File: config.mk
export PLATFORM = sky130hd
export DESIGN_NAME = mem_access_unit_flat
export DESIGN_NICKNAME = d
export VERILOG_FILES = /design/src/rtl/mem_pkg.sv /design/src/rtl/mem_access_unit_if.sv /design/src/rtl/mem_access_unit_req_channel.sv /design/src/rtl/mem_access_unit.sv /design/src/flat_wrapper.sv
export SDC_FILE = /design/constraint.sdc
export NUM_CORES = 1
export LEC_CHECK = 0
export CAP_MARGIN = 20
export CORE_MARGIN = 5
export CORE_UTILIZATION = 40
export CTS_CLUSTER_DIAMETER = 80
export DETAILED_ROUTE_END_ITERATION = 8
export HOLD_SLACK_MARGIN = 0.1
export PLACE_DENSITY = 0.87
export SLEW_MARGIN = 20
export SYNTH_ARGS = -nofsm -noshare
export SYNTH_HDL_FRONTEND = slang
export SYNTH_SLANG_ARGS = --single-unit
File: constraint.sdc
create_clock -name clock -period 3.6 [get_ports clock]
set_input_delay 0.72 -clock clock [delete_from_list [all_inputs] [get_ports clock]]
set_output_delay 0.72 -clock clock [all_outputs]
set_load 0.01 [all_outputs]
File: src/rtl/mem_pkg.sv
// Shared types and constants for the MEM-stage access unit.
package mem_pkg;

  typedef enum logic [1:0] {
    IDLE = 2'd0,
    REQ  = 2'd1,
    RESP = 2'd2
  } state_t;

  localparam int ADDR_W_DEF = 64;
  localparam int DATA_W_DEF = 64;
  localparam logic [2:0] ALIGN_MASK = 3'b111;
  localparam int TMO_W = 16;

  // Doubleword accesses must sit on an 8-byte boundary.
  function automatic logic is_aligned(input logic [2:0] low_bits);
    return (low_bits & ALIGN_MASK) == 3'b000;
  endfunction

endpackage

File: src/rtl/mem_access_unit_if.sv
// Data-memory request/response bus between the MEM stage and memory.
// Request: a beat transfers on a cycle where req_valid & req_ready; once raised, req_valid
// and its payload stay stable until that cycle. Response: resp_valid is a single-cycle ack/data beat.
interface mem_access_unit_if #(
  parameter int ADDR_W = 64,
  parameter int DATA_W = 64
);
  logic              req_valid;
  logic              req_ready;
  logic              req_write;
  logic [ADDR_W-1:0] req_addr;
  logic [DATA_W-1:0] req_wdata;
  logic              resp_valid;
  logic [DATA_W-1:0] resp_rdata;

  modport master (
    output req_valid, req_write, req_addr, req_wdata,
    input  req_ready, resp_valid, resp_rdata
  );

  modport slave (
    input  req_valid, req_write, req_addr, req_wdata,
    output req_ready, resp_valid, resp_rdata
  );
endinterface

File: src/rtl/mem_access_unit_req_channel.sv
// Request channel: holds req_valid/addr/wdata/write from launch until the ready handshake.
module mem_req_channel
  import mem_pkg::*;
#(
  parameter int ADDR_W = ADDR_W_DEF,
  parameter int DATA_W = DATA_W_DEF
) (
  input  logic              clock,
  input  logic              reset,
  input  logic              start,
  input  logic              write,
  input  logic [ADDR_W-1:0] addr,
  input  logic [DATA_W-1:0] wdata,
  input  logic              abort,
  output logic              accepted,
  mem_access_unit_if.master bus
);

  assign accepted = bus.req_valid & bus.req_ready;

  always_ff @(posedge clock or negedge reset) begin
    if (!reset) begin
      bus.req_valid <= 1'b0;
      bus.req_write <= 1'b0;
      bus.req_addr  <= '0;
      bus.req_wdata <= '0;
    end else if (start) begin
      bus.req_valid <= 1'b1;
      bus.req_write <= write;
      bus.req_addr  <= addr;
      bus.req_wdata <= wdata;
    end else if (accepted || abort) begin
      bus.req_valid <= 1'b0;
    end
  end

endmodule

File: src/rtl/mem_access_unit.sv
// MEM stage: doubleword load/store over a valid/ready bus, pipeline stall and writeback bundle.
// Optional response watchdog with bus_error output when MEM_TIMEOUT_EN is defined.
module mem_access_unit
  import mem_pkg::*;
#(
  parameter int ADDR_W = ADDR_W_DEF,
  parameter int DATA_W = DATA_W_DEF
`ifdef MEM_TIMEOUT_EN
  , parameter int TIMEOUT_CYCLES = 255
`endif
) (
  input  logic              clock,
  input  logic              reset,
  input  logic              in_valid,
  input  logic [ADDR_W-1:0] alu_result_in,
  input  logic [DATA_W-1:0] read_data_2_in,
  input  logic              MemRead,
  input  logic              MemWrite,
  input  logic              MemtoReg,
  input  logic              RegWrite_in,
  input  logic [4:0]        write_register_in,
  output logic              stall,
  mem_access_unit_if.master bus,
  output logic              wb_valid,
  output logic [DATA_W-1:0] wb_data,
  output logic              RegWrite_out,
  output logic [4:0]        write_register_out,
  output logic              align_fault,
  output state_t            fsm_state
`ifdef MEM_TIMEOUT_EN
  , output logic            bus_error
`endif
);

  state_t     state, next_state;
  logic       mem_op, aligned, start, accepted, timeout;
  logic       memtoreg_q, regwrite_q;
  logic [4:0] rd_q;

  assign mem_op    = in_valid & (MemRead | MemWrite);
  assign aligned   = is_aligned(alu_result_in[2:0]);
  assign fsm_state = state;

  // MemWrite wins when both MemRead and MemWrite are set.
  mem_req_channel #(.ADDR_W(ADDR_W), .DATA_W(DATA_W)) u_req (
    .clock    (clock),
    .reset    (reset),
    .start    (start),
    .write    (MemWrite),
    .addr     (alu_result_in),
    .wdata    (read_data_2_in),
    .abort    (timeout),
    .accepted (accepted),
    .bus      (bus)
  );

`ifdef MEM_TIMEOUT_EN
  logic [TMO_W-1:0] tmo_cnt;

  always_ff @(posedge clock or negedge reset) begin
    if (!reset) begin
      tmo_cnt <= '0;
    end else if (start) begin
      tmo_cnt <= '0;
    end else if (state != IDLE && tmo_cnt != '1) begin
      tmo_cnt <= tmo_cnt + 1'b1;
    end
  end

  assign timeout = (state != IDLE) && (tmo_cnt == TMO_W'(TIMEOUT_CYCLES - 1));

  always_ff @(posedge clock or negedge reset) begin
    if (!reset) bus_error <= 1'b0;
    else        bus_error <= timeout;
  end
`else
  assign timeout = 1'b0;
`endif

  always_ff @(posedge clock or negedge reset) begin
    if (!reset) state <= IDLE;
    else        state <= next_state;
  end

  always_comb begin
    next_state = state;
    case (state)
      IDLE:    if (start) next_state = REQ;
      REQ:     if (timeout) next_state = IDLE;
               else if (accepted) next_state = RESP;
      RESP:    if (timeout || bus.resp_valid) next_state = IDLE;
      default: next_state = IDLE;
    endcase
  end

  // A timed-out access releases the pipeline on the same cycle, like a normal response.
  always_comb begin
    stall = 1'b0;
    start = 1'b0;
    case (state)
      IDLE: begin
        start = mem_op & aligned;
        stall = start;
      end
      REQ:     stall = !timeout;
      RESP:    stall = !(bus.resp_valid || timeout);
      default: stall = 1'b0;
    endcase
  end

  always_ff @(posedge clock or negedge reset) begin
    if (!reset) begin
      wb_valid           <= 1'b0;
      wb_data            <= '0;
      RegWrite_out       <= 1'b0;
      write_register_out <= '0;
      align_fault        <= 1'b0;
      memtoreg_q         <= 1'b0;
      regwrite_q         <= 1'b0;
      rd_q               <= '0;
    end else begin
      wb_valid    <= 1'b0;
      align_fault <= 1'b0;
      if (timeout) begin
        wb_valid     <= 1'b1;
        wb_data      <= '0;
        RegWrite_out <= 1'b0;
      end else begin
        case (state)
          IDLE: if (in_valid) begin
            if (!mem_op) begin
              wb_valid           <= 1'b1;
              wb_data            <= DATA_W'(alu_result_in);
              RegWrite_out       <= RegWrite_in;
              write_register_out <= write_register_in;
            end else if (!aligned) begin
              wb_valid           <= 1'b1;
              RegWrite_out       <= 1'b0;
              align_fault        <= 1'b1;
              write_register_out <= write_register_in;
            end else begin
              memtoreg_q <= MemtoReg;
              regwrite_q <= RegWrite_in;
              rd_q       <= write_register_in;
            end
          end
          // The held request address doubles as the latched ALU result.
          RESP: if (bus.resp_valid) begin
            wb_valid           <= 1'b1;
            wb_data            <= memtoreg_q ? bus.resp_rdata : DATA_W'(bus.req_addr);
            RegWrite_out       <= regwrite_q;
            write_register_out <= rd_q;
          end
          default: ;
        endcase
      end
    end
  end

endmodule

File: src/flat_wrapper.sv
// flat-port wrapper written by rule: the top's interface ports become plain ports
module mem_access_unit_flat import mem_pkg::*;
#(
  parameter int ADDR_W = ADDR_W_DEF,
  parameter int DATA_W = DATA_W_DEF

)
  (clock, reset, in_valid, alu_result_in, read_data_2_in, MemRead, MemWrite, MemtoReg, RegWrite_in, write_register_in, stall, wb_valid, wb_data, RegWrite_out, write_register_out, align_fault, fsm_state, bus_req_valid, bus_req_write, bus_req_addr, bus_req_wdata, bus_req_ready, bus_resp_valid, bus_resp_rdata);
  mem_access_unit_if #(.ADDR_W(ADDR_W), .DATA_W(DATA_W)) bus_i ();
  input  logic clock;
  input  logic reset;
  input  logic in_valid;
  input  logic [ADDR_W-1:0] alu_result_in;
  input  logic [DATA_W-1:0] read_data_2_in;
  input  logic MemRead;
  input  logic MemWrite;
  input  logic MemtoReg;
  input  logic RegWrite_in;
  input  logic [4:0] write_register_in;
  output logic stall;
  output logic wb_valid;
  output logic [DATA_W-1:0] wb_data;
  output logic RegWrite_out;
  output logic [4:0] write_register_out;
  output logic align_fault;
  output state_t fsm_state;
  output wire logic [$bits(bus_i.req_valid)-1:0] bus_req_valid;
  output wire logic [$bits(bus_i.req_write)-1:0] bus_req_write;
  output wire logic [$bits(bus_i.req_addr)-1:0] bus_req_addr;
  output wire logic [$bits(bus_i.req_wdata)-1:0] bus_req_wdata;
  input wire logic [$bits(bus_i.req_ready)-1:0] bus_req_ready;
  input wire logic [$bits(bus_i.resp_valid)-1:0] bus_resp_valid;
  input wire logic [$bits(bus_i.resp_rdata)-1:0] bus_resp_rdata;
  assign bus_req_valid = bus_i.req_valid;
  assign bus_req_write = bus_i.req_write;
  assign bus_req_addr = bus_i.req_addr;
  assign bus_req_wdata = bus_i.req_wdata;
  assign bus_i.req_ready = bus_req_ready;
  assign bus_i.resp_valid = bus_resp_valid;
  assign bus_i.resp_rdata = bus_resp_rdata;
  mem_access_unit #(.ADDR_W(ADDR_W), .DATA_W(DATA_W)) u_core (.clock(clock), .reset(reset), .in_valid(in_valid), .alu_result_in(alu_result_in), .read_data_2_in(read_data_2_in), .MemRead(MemRead), .MemWrite(MemWrite), .MemtoReg(MemtoReg), .RegWrite_in(RegWrite_in), .write_register_in(write_register_in), .stall(stall), .bus(bus_i), .wb_valid(wb_valid), .wb_data(wb_data), .RegWrite_out(RegWrite_out), .write_register_out(write_register_out), .align_fault(align_fault), .fsm_state(fsm_state));
endmodule
==> results.json <==
{
  "status": "complete, no violations",
  "first_pass_iters": 4,
  "final_cell_area_mm2": 0.01474,
  "dieArea_mm2": 0.02692,
  "cts_tree": "built",
  "p_total_w": 0.01201,
  "syn_area_per_cell_um2": 15.52,
  "portBuffers": 410,
  "grt_max_degree": 89,
  "routed_wl_um": 28160,
  "drc": 0,
  "ys_types": 28,
  "wl_met3_um": 2846,
  "cts_setup_buffers": 0,
  "synthXorXnorAreaFrac_pct": 0,
  "initial_core_util_pct": 40.58,
  "fillers": 1782,
  "worst_pin_slew_ns": 0.8323,
  "vias": 6639,
  "finalMaxSlewViolations": 0,
  "max_stage_delay_ns": 0.53,
  "crit_slowest_cell": "clkdlybuf4s50_1",
  "worstPathArrival_ns": 2.65,
  "dp_slack_ns": 0.1387,
  "h-tree-depth": 1,
  "crit_top_cell": "clkdlybuf4s50_1",
  "drt_iter0_drc": 194,
  "core-area_mm2": 0.02340,
  "setup_tns_ns": 0,
  "clock_latency_ns": 0.49,
  "ioPinCount": 411,
  "final_cell_mix": "clkdlybuf4s50_1 (409), mux2_2 (332), dfrtp_1 (210)",
  "hold_buffers": 0,
  "critPathKind": "input pin to output pin",
  "grt.total_usage_pct": 19.95,
  "min_path_type": "input pin to async pin",
  "layout-area-overhead-vs-synth_pct": 55.18,
  "slew-limit-headroom_pct": 44.51,
  "fin_ws_ns": 0.2330,
  "grt_pass1_vias": 7149,
  "finClkSkew_ns": 0.007389,
  "via_per_inst": 4.896,
  "dominantRegCellSynth": "dfrtp_1",
  "finalCritPeriodShare_pct": 93.53,
  "top_layer": "met4",
  "cp_data_required_time_ns": 2.88,
  "synthMuxAreaShare_pct": 39.83,
  "cp_cell_sequence": "clkdlybuf4s50_1 > nor3_1 > nor4b_4 > or2_2 > clkdlybuf4s50_1",
  "rows": 56,
  "synthAdderAreaFrac_pct": 0,
  "hold_viol": 0,
  "regArea_mm2": 0.005281,
  "syn_area_mm2": 0.009497,
  "rsz0062_at_grt": "no",
  "die_x_um": 164.1,
  "end_kind": "output pin",
  "m1WireLength_um": 10260,
  "detail-route-antenna-nets": 0,
  "finalSetupViolations": 0,
  "antenna_found_initial": 0,
  "critPathBufInv": 2,
  "yosys.area_share.simple_pct": 1.225,
  "synth-edff-count": 0,
  "cp_top_family": "buffers and inverters",
  "num_antenna_cells": 0,
  "cts-root-buf": "clkbuf_16",
  "ys_seq_elements": 211,
  "leakage_nw": 6.040,
  "layout-drive-gt1-share_pct": 37.70,
  "synth_compound_gate_area_share_pct": 0.7905,
  "hpwl_um": 20700,
  "routed-wl-met2_um": 14510,
  "synth_top_family_by_area": "multiplexers",
  "power_density_mw_per_mm2": 815.1,
  "synthesis.yosys.warnings": 0,
  "fmax_ghz": 0.2970,
  "grt_pass1_wl_um": 41810,
  "path_max_fanout": 2,
  "async_reset_ff_share_pct": 100.0,
  "startpoint_type": "input pin",
  "maxCapViolations": 0,
  "wire_per_inst_um": 20.77,
  "mostFrequentLayoutCell": "clkdlybuf4s50_1",
  "placed_area_mm2": 0.01394,
  "multiInputGateArea_mm2": 0.003990,
  "numCtsBuffers": 23,
  "gp_congestion": 0.7708,
  "synth_nets": 818,
  "grt-ovfl-total": 0,
  "synth_seq_area_share_pct": 55.60,
  "clock-sinks": 211,
  "fin_nets": 1227,
  "ir_drop_mv": 0.5521,
  "die_height_um": 164.1,
  "min_period_ns": 3.367,
  "cts_resized": 0,
  "clk_pin_slew_ns": 0.06,
  "syn_inst": 612,
  "clockBufferDepth": 3
}
## synth_stat cells (all sizes together) (2+ instances only)
| cell | number | area (um2) |
|---|---|---|
| buf | 27 | 197.7 |
| a21oi | 2 | 21.27 |
| clkbuf | 10 | 37.54 |
| mux2 | 335 | 3772 |
| o21ai | 2 | 10.01 |
| dfrtp | 211 | 5280 |
| nand2b | 3 | 18.77 |
| nor2b | 4 | 25.02 |
| inv | 2 | 7.510 |
| or2 | 2 | 12.51 |
| nand2 | 2 | 7.510 |
## worst reg2reg max path: cells and delay by family, from the launching register on
family / cells / cell delay [ns]
buffers and inverters: 2 / 0.72
and+or+nand+nor: 2 / 0.57
muxes: 1 / 0.54
DFF: 1 / 0.46
## layout make-up
class	count	area share (%)
flip-flops and latches	211	35.84
repair buffers	421	28.94
multi-input cells	362	27.08
clock buffers	31	4.517
well taps	319	2.708
clock inverters	10	0.8660
inverters	2	0.05094
## report_power, final
part / internal [W] / switching, W / total, W
logic: 0.00339 / 0.00192 / 0.00531
registers: 0.00353 / 0.000722 / 0.00425
clock network: 0.00151 / 0.000944 / 0.00245
## layer usage
layer	vias up	GRT usage [%]
li1	3029	-
met1	3297	22.27
met2	280	36.19
met3	33	7.227
met4	0	4.766
met5	-	0
## path summary, 6_finish.rpt
check                                    start                        endpoint  slack (ns)  cells past startpoint
max                           alu_result_in[0]                           stall        0.23                      5
min                                      reset              u_core.wb_data[21]        0.15                      1
max reg2reg                u_core.fsm_state[1]  u_core.u_req.bus.req_wdata[42]        1.19                      5
min reg2reg                 u_core.wb_data[43]              u_core.wb_data[43]        0.50                      1
max in group asynchronous                reset  u_core.u_req.bus.req_wdata[14]        2.62                      2
min in group clock          u_core.wb_data[43]              u_core.wb_data[43]        0.50                      1
## state kept, by name, indices dropped and copies added (netlist names)
register / cells
u_core.regwrite_q: 1
u_core.u_req.bus.req_addr: 64
u_core.fsm_state: 2
u_core.wb_valid: 1
u_core.memtoreg_q: 1
u_core.write_register_out: 5
u_core.align_fault: 1
u_core.wb_data: 64
u_core.u_req.bus.req_write: 1
u_core.u_req.bus.req_wdata: 64
u_core.RegWrite_out: 1
u_core.rd_q: 5
u_core.u_req.bus.req_valid: 1
## cell families (layout without fill, tap and decap cells)
family | Yosys count | after routing
AOI/OAI and AO/OA | 9 | 9
buffers and inverters | 39 | 464
DFF | 211 | 211
muxes | 336 | 336
and+or+nand+nor | 17 | 17
## through the flow
| step | hold WS, ns | util (%) | cells |
|---|---|---|---|
| 2_1_floorplan | 0.4244 | - | 612 |
| 3_3_place_gp | 0.4683 | 59.58 | 1315 |
| 3_5_place_dp | 0.4819 | 59.58 | 1315 |
| 4_1_cts | 0.1356 | 62.97 | 1356 |
| 5_1_grt | 0.1530 | 62.97 | 1356 |
| 6_report | 0.1529 | 62.97 | 1356 |
Power figures use the tool's default switching activity.
